==> src/rtl/sysid_check_ctrl.sv <==
// Boot-time system-ID checker: reads the sysid slave over Avalon-MM and raises sticky pass/fail.
// Define SYSID_CHECK_TS_EN to also read and compare the timestamp word at address 1.
module sysid_check_ctrl #(
    parameter logic [31:0] EXPECTED_ID    = 32'd0,
    parameter logic [31:0] EXPECTED_TS    = 32'd1413589754,
    parameter int unsigned START_DELAY    = 16,
    parameter int unsigned TIMEOUT_CYCLES = 255,
    parameter int unsigned MAX_RETRIES    = 3
) (
    input  logic        clock,
    input  logic        reset_n,
    output logic        avm_address,
    output logic        avm_read,
    input  logic        avm_waitrequest,
    input  logic        avm_readdatavalid,
    input  logic [31:0] avm_readdata,
    input  logic        recheck,
    output logic        busy,
    output logic        sysid_ok,
    output logic        sysid_fail,
    output logic        timeout_err,
    output logic [31:0] id_value,
    output logic [31:0] ts_value,
    output logic [2:0]  attempts
);

    localparam logic [7:0]  DelayLast  = 8'(START_DELAY - 1);
    localparam logic [15:0] TmoLast    = 16'(TIMEOUT_CYCLES - 1);
    localparam logic [3:0]  RetryLimit = 4'(MAX_RETRIES);

    typedef enum logic [2:0] {
        StDelay,
        StRdId,
        StWaitId,
        StRdTs,
        StWaitTs,
        StCheck,
        StPass,
        StFail
    } state_e;

    state_e      state_q;
    logic [7:0]  delay_cnt_q;
    logic [15:0] tmo_cnt_q;
    logic [3:0]  attempt_cnt_q;
    logic        tmo_hit;
    logic        phase_timeout;
    logic        words_match;
    state_e      after_id;

    assign attempts = attempt_cnt_q[2:0];
    assign tmo_hit  = (tmo_cnt_q >= TmoLast);

`ifdef SYSID_CHECK_TS_EN
    assign after_id    = StRdTs;
    assign words_match = (id_value == EXPECTED_ID) && (ts_value == EXPECTED_TS);
`else
    logic unused_ts_param;
    assign unused_ts_param = ^EXPECTED_TS;
    assign after_id        = StCheck;
    assign words_match     = (id_value == EXPECTED_ID);
    assign ts_value        = '0;
`endif

    // Arriving read data or command acceptance always beats an expiring timeout.
    always_comb begin
        phase_timeout = 1'b0;
        unique case (state_q)
            StRdId, StRdTs:     phase_timeout = tmo_hit && avm_read && avm_waitrequest;
            StWaitId, StWaitTs: phase_timeout = tmo_hit && !avm_readdatavalid;
            default:            phase_timeout = 1'b0;
        endcase
    end

    always_ff @(posedge clock or negedge reset_n) begin
        if (!reset_n) begin
            state_q       <= StDelay;
            delay_cnt_q   <= '0;
            tmo_cnt_q     <= '0;
            attempt_cnt_q <= '0;
            avm_read      <= 1'b0;
            avm_address   <= 1'b0;
            busy          <= 1'b1;
            sysid_ok      <= 1'b0;
            sysid_fail    <= 1'b0;
            timeout_err   <= 1'b0;
            id_value      <= '0;
`ifdef SYSID_CHECK_TS_EN
            ts_value      <= '0;
`endif
        end else if (phase_timeout) begin
            avm_read <= 1'b0;
            if (attempt_cnt_q <= RetryLimit) begin
                state_q     <= StDelay;
                delay_cnt_q <= '0;
            end else begin
                state_q     <= StFail;
                sysid_fail  <= 1'b1;
                timeout_err <= 1'b1;
                busy        <= 1'b0;
            end
        end else begin
            unique case (state_q)
                StDelay: begin
                    if (delay_cnt_q == DelayLast) begin
                        delay_cnt_q   <= '0;
                        attempt_cnt_q <= attempt_cnt_q + 4'd1;
                        avm_read      <= 1'b1;
                        avm_address   <= 1'b0;
                        tmo_cnt_q     <= '0;
                        state_q       <= StRdId;
                    end else begin
                        delay_cnt_q <= delay_cnt_q + 8'd1;
                    end
                end
                StRdId: begin
                    if (!avm_waitrequest) begin
                        avm_read <= 1'b0;
                        if (avm_readdatavalid) begin
                            id_value <= avm_readdata;
                            state_q  <= after_id;
                        end else begin
                            tmo_cnt_q <= tmo_cnt_q + 16'd1;
                            state_q   <= StWaitId;
                        end
                    end else begin
                        tmo_cnt_q <= tmo_cnt_q + 16'd1;
                    end
                end
                StWaitId: begin
                    if (avm_readdatavalid) begin
                        id_value <= avm_readdata;
                        state_q  <= after_id;
                    end else begin
                        tmo_cnt_q <= tmo_cnt_q + 16'd1;
                    end
                end
`ifdef SYSID_CHECK_TS_EN
                StRdTs: begin
                    // Read is low for one cycle between the two commands; issue here.
                    if (!avm_read) begin
                        avm_read    <= 1'b1;
                        avm_address <= 1'b1;
                        tmo_cnt_q   <= '0;
                    end else if (!avm_waitrequest) begin
                        avm_read <= 1'b0;
                        if (avm_readdatavalid) begin
                            ts_value <= avm_readdata;
                            state_q  <= StCheck;
                        end else begin
                            tmo_cnt_q <= tmo_cnt_q + 16'd1;
                            state_q   <= StWaitTs;
                        end
                    end else begin
                        tmo_cnt_q <= tmo_cnt_q + 16'd1;
                    end
                end
                StWaitTs: begin
                    if (avm_readdatavalid) begin
                        ts_value <= avm_readdata;
                        state_q  <= StCheck;
                    end else begin
                        tmo_cnt_q <= tmo_cnt_q + 16'd1;
                    end
                end
`endif
                StCheck: begin
                    busy <= 1'b0;
                    if (words_match) begin
                        sysid_ok <= 1'b1;
                        state_q  <= StPass;
                    end else begin
                        sysid_fail <= 1'b1;
                        state_q    <= StFail;
                    end
                end
                StPass, StFail: begin
                    if (recheck) begin
                        sysid_ok      <= 1'b0;
                        sysid_fail    <= 1'b0;
                        timeout_err   <= 1'b0;
                        attempt_cnt_q <= '0;
                        delay_cnt_q   <= '0;
                        busy          <= 1'b1;
                        state_q       <= StDelay;
                    end
                end
                default: state_q <= StDelay;
            endcase
        end
    end

endmodule

==> config.mk <==
export PLATFORM = sky130hd
export DESIGN_NAME = sysid_check_ctrl
export DESIGN_NICKNAME = d
export VERILOG_FILES = /design/src/rtl/sysid_check_ctrl.sv
export SDC_FILE = /design/constraint.sdc
export NUM_CORES = 1
export LEC_CHECK = 0
export CAP_MARGIN = 20
export CORE_ASPECT_RATIO = 1.4
export CORE_MARGIN = 5
export CORE_UTILIZATION = 45
export CTS_BUF_LIST = sky130_fd_sc_hd__clkbuf_8
export DETAILED_ROUTE_END_ITERATION = 7
export GPL_TIMING_DRIVEN = 0
export PLACE_DENSITY = 0.82
export SYNTH_ARGS = -nofsm -noshare
export SYNTH_HDL_FRONTEND = slang
export SYNTH_SLANG_ARGS = --single-unit
==> constraint.sdc <==
create_clock -name clock -period 1.7 [get_ports clock]
set_input_delay 0.51 -clock clock [delete_from_list [all_inputs] [get_ports clock]]
set_output_delay 0.51 -clock clock [all_outputs]
set_load 0.05 [all_outputs]
==> impl_metrics.env <==
export IMPL_clock_sinks=68
export IMPL_worstPathRequired_ps=2000
export IMPL_drive_gt1_share_pct=45.3
export IMPL_final_common_cell="buf_4"
export IMPL_nets=583
export IMPL_top_layer_used="met4"
export IMPL_num_rows=40
export IMPL_violations="setup timing"
export IMPL_tightest_slew_ps=874
export IMPL_ys_types=61
export IMPL_min_period_ps=2060
export IMPL_drtPass1Iterations=7
export IMPL_powerDensity_nw_per_um2=1870
export IMPL_clk_pin_slew_worst_paths_ps=70
export IMPL_vias_per_cell=5.73
export IMPL_grt_pass1_wl_um=17700
export IMPL_wl_met3_um=655
export IMPL_critical_path_peak_fanout=7
export IMPL_dpl_hpwl_um=7520
export IMPL_finalHoldViolCount=0
export IMPL_grt_antenna_before_repair=0
export IMPL_wl_met1_um=4460
export IMPL_synthTopCellsByArea="dfrtp_1 (43%), mux2_2 (9.3%), buf_4 (7.4%), nand2_1 (2.6%), nor2_1 (2.6%)"
export IMPL_startpoint_type="flop"
export IMPL_via_count=3736
export IMPL_synth_seq_area_share_pct=43.9
export IMPL_coreArea_um2=8510
export IMPL_place_gp_congestion=0.893
export IMPL_postLayoutCellArea_um2=5940
export IMPL_synth_edf_count=0
export IMPL_n_antenna_cell=0
export IMPL_outcome="complete, but fails checks"
export IMPL_p_leak_nw=2.69
export IMPL_wl_met2_um=6990
export IMPL_grt_pass1_vias=3662
export IMPL_slew_violations=0
export IMPL_setup_viol_count_final=63
export IMPL_dieArea_um2=10600
export IMPL_htree_levels=3
export IMPL_fin_worst_skew_ps=4.83
export IMPL_crit_path_end_kind="flop"
export IMPL_power_mw=11.1
export IMPL_crit_arrival_ps=2350
export IMPL_numCtsBuffers=9
export IMPL_holdCritPathClass="in -> async"
export IMPL_area_growth_pct=53.4
export IMPL_syn_inst=387
export IMPL_whs_ps=272
export IMPL_rsz0062_at_grt="true"
export IMPL_synth_area_um2=3870
export IMPL_drv_cap=0
export IMPL_async_reset_ff_share_pct=100
export IMPL_ys_seq_elements=68
export IMPL_slew_headroom_pct=41.8
export IMPL_grt_use_total_pct=21.3
export IMPL_fp_dieH_um=120
export IMPL_placed_cell_area_um2=4990
export IMPL_crit_type="reg -> reg"
export IMPL_start_util_pct=45.5
export IMPL_overflow=0
export IMPL_yosys_area_top_type="dfrtp_1"
export IMPL_synth_top_area_share_pct=43.3
export IMPL_detail_route_wl_per_cell_um=19.5
export IMPL_yosys_warnings=0
export IMPL_ir_worst_vdd_v=0.00148
export IMPL_drc_errors=0
export IMPL_pin_count=110
export IMPL_final_cell_mix="buf_4 (64), dfrtp_1 (60), clkdlybuf4s15_2 (36), conb_1 (33), clkdlybuf4s50_1 (33)"
export IMPL_finalCritPeriodShare_pct=121
export IMPL_fmax_ghz=0.487
export IMPL_cts_tree="yes"
export IMPL_wl_um=12700
export IMPL_yosys_most_used_dff="dfrtp_1"
export IMPL_clock_root_buffer="clkbuf_8"
export IMPL_synth_area_per_cell_um2=10.0
export IMPL_clkLatencyLatePin_ps=360
export IMPL_die_w_um=88.4
export IMPL_antenna_left=0
export IMPL_drt_iter0_drc=362
export IMPL_grt_max_degree=69
export IMPL_fin_ws_ps=-355
export IMPL_io_buffers=74
export IMPL_clockBufferDepth=2
worst paths after layout:
check                                 from        endpoint  slack [ps]  cells after the start
hold / removal                     reset_n    id_value[29]         270                      1
max in group asynchronous          reset_n    tmo_cnt_q[1]         810                      1
hold reg to reg               tmo_cnt_q[5]    tmo_cnt_q[5]         530                      1
min in group clock         avm_waitrequest    tmo_cnt_q[9]         490                      2
setup / recovery                state_q[0]  delay_cnt_q[6]        -360                      7
setup reg to reg                state_q[0]  delay_cnt_q[6]        -360                      7
logic make-up (layout without fill, tap and decap cells):
family | after synthesis | in the layout | share of synthesized area, %
adder cells (fa/ha/maj) | 4 | 4 | 1.29
other | 1 | 33 | 0.0968
AO/OA/AOI/OAI | 90 | 90 | 16.7
XOR/XNOR | 4 | 4 | 0.904
buffers and inverters | 63 | 191 | 10.4
flip-flops | 68 | 68 | 43.9
AND/OR/NAND/NOR | 122 | 122 | 16.6
multiplexers | 35 | 35 | 10.1
registers in the layout, indices dropped and copies added (netlist names):
name	cells
avm_read	1
attempt_cnt_q	4
id_value	32
state_q	3
sysid_fail	1
timeout_err	1
sysid_ok	1
tmo_cnt_q	16
busy	1
delay_cnt_q	8
where the power goes:
| group | leakage, nW | internal [mW] | switching, mW |
|---|---|---|---|
| Clock | 0.112 | 0.810 | 0.651 |
| Combinational | 1.74 | 2.71 | 4.12 |
| Sequential | 0.842 | 2.23 | 0.593 |
what timing repair did:
item	CTS	global route
endpoints found under the hold margin	0	0
hold buffers	0	0
setup endpoints to repair	106	69
setup buffers	21	13
resized for setup	163	61
gates cloned	3	3
pin swaps	14	18
cell type report:
class / instances / area, um2
clock inverter: 7 / 85.1
timing repair buffer: 113 / 1150
multi-input combinational: 288 / 2250
inverter: 9 / 33.8
sequential: 68 / 1710
tap: 105 / 131
fill: 581 / 2560
clock buffer: 9 / 124
buffer: 53 / 459
metal layers:
metal	global-route usage [%]	vias to the layer above
met1	23.6	1822
met5	0	-
met2	38.0	201
met4	11.8	0
li1	-	1657
met3	2.75	56
Yosys cell counts, types with 5 or more instances:
cell      instances
dfrtp_1          67
buf_4            38
mux2_2           32
nand2_1          27
nor2_1           27
a21oi_1          20
o21ai_0          20
nand3_1          14
nor4_1           11
inv_1             9
o31ai_1           9
nand4_1           8
buf_2             7
a31oi_1           6
clkbuf_1          6
or4_1             6
a21o_1            5
nor3_1            5
critical path: stages (launching register included):
cell	delay [ps]
dfrtp_1	390
buf_6	150
or3_4	410
nand2_1	130
a21oi_2	60
buf_4	160
or4_1	540
a21oi_2	140
metrics by stage:
step,TNS [ps],utilization [%],setup slack [ps],instances
2_1_floorplan,-2690,-,-173,419
3_3_place_gp,-165210,58.6,-2400,598
3_5_place_dp,-22140,58.6,-477,598
4_1_cts,-7150,65.2,-238,637
5_1_grt,-14830,69.9,-391,652
6_report,-11420,69.9,-355,652
(Power assumes the default switching activity.)
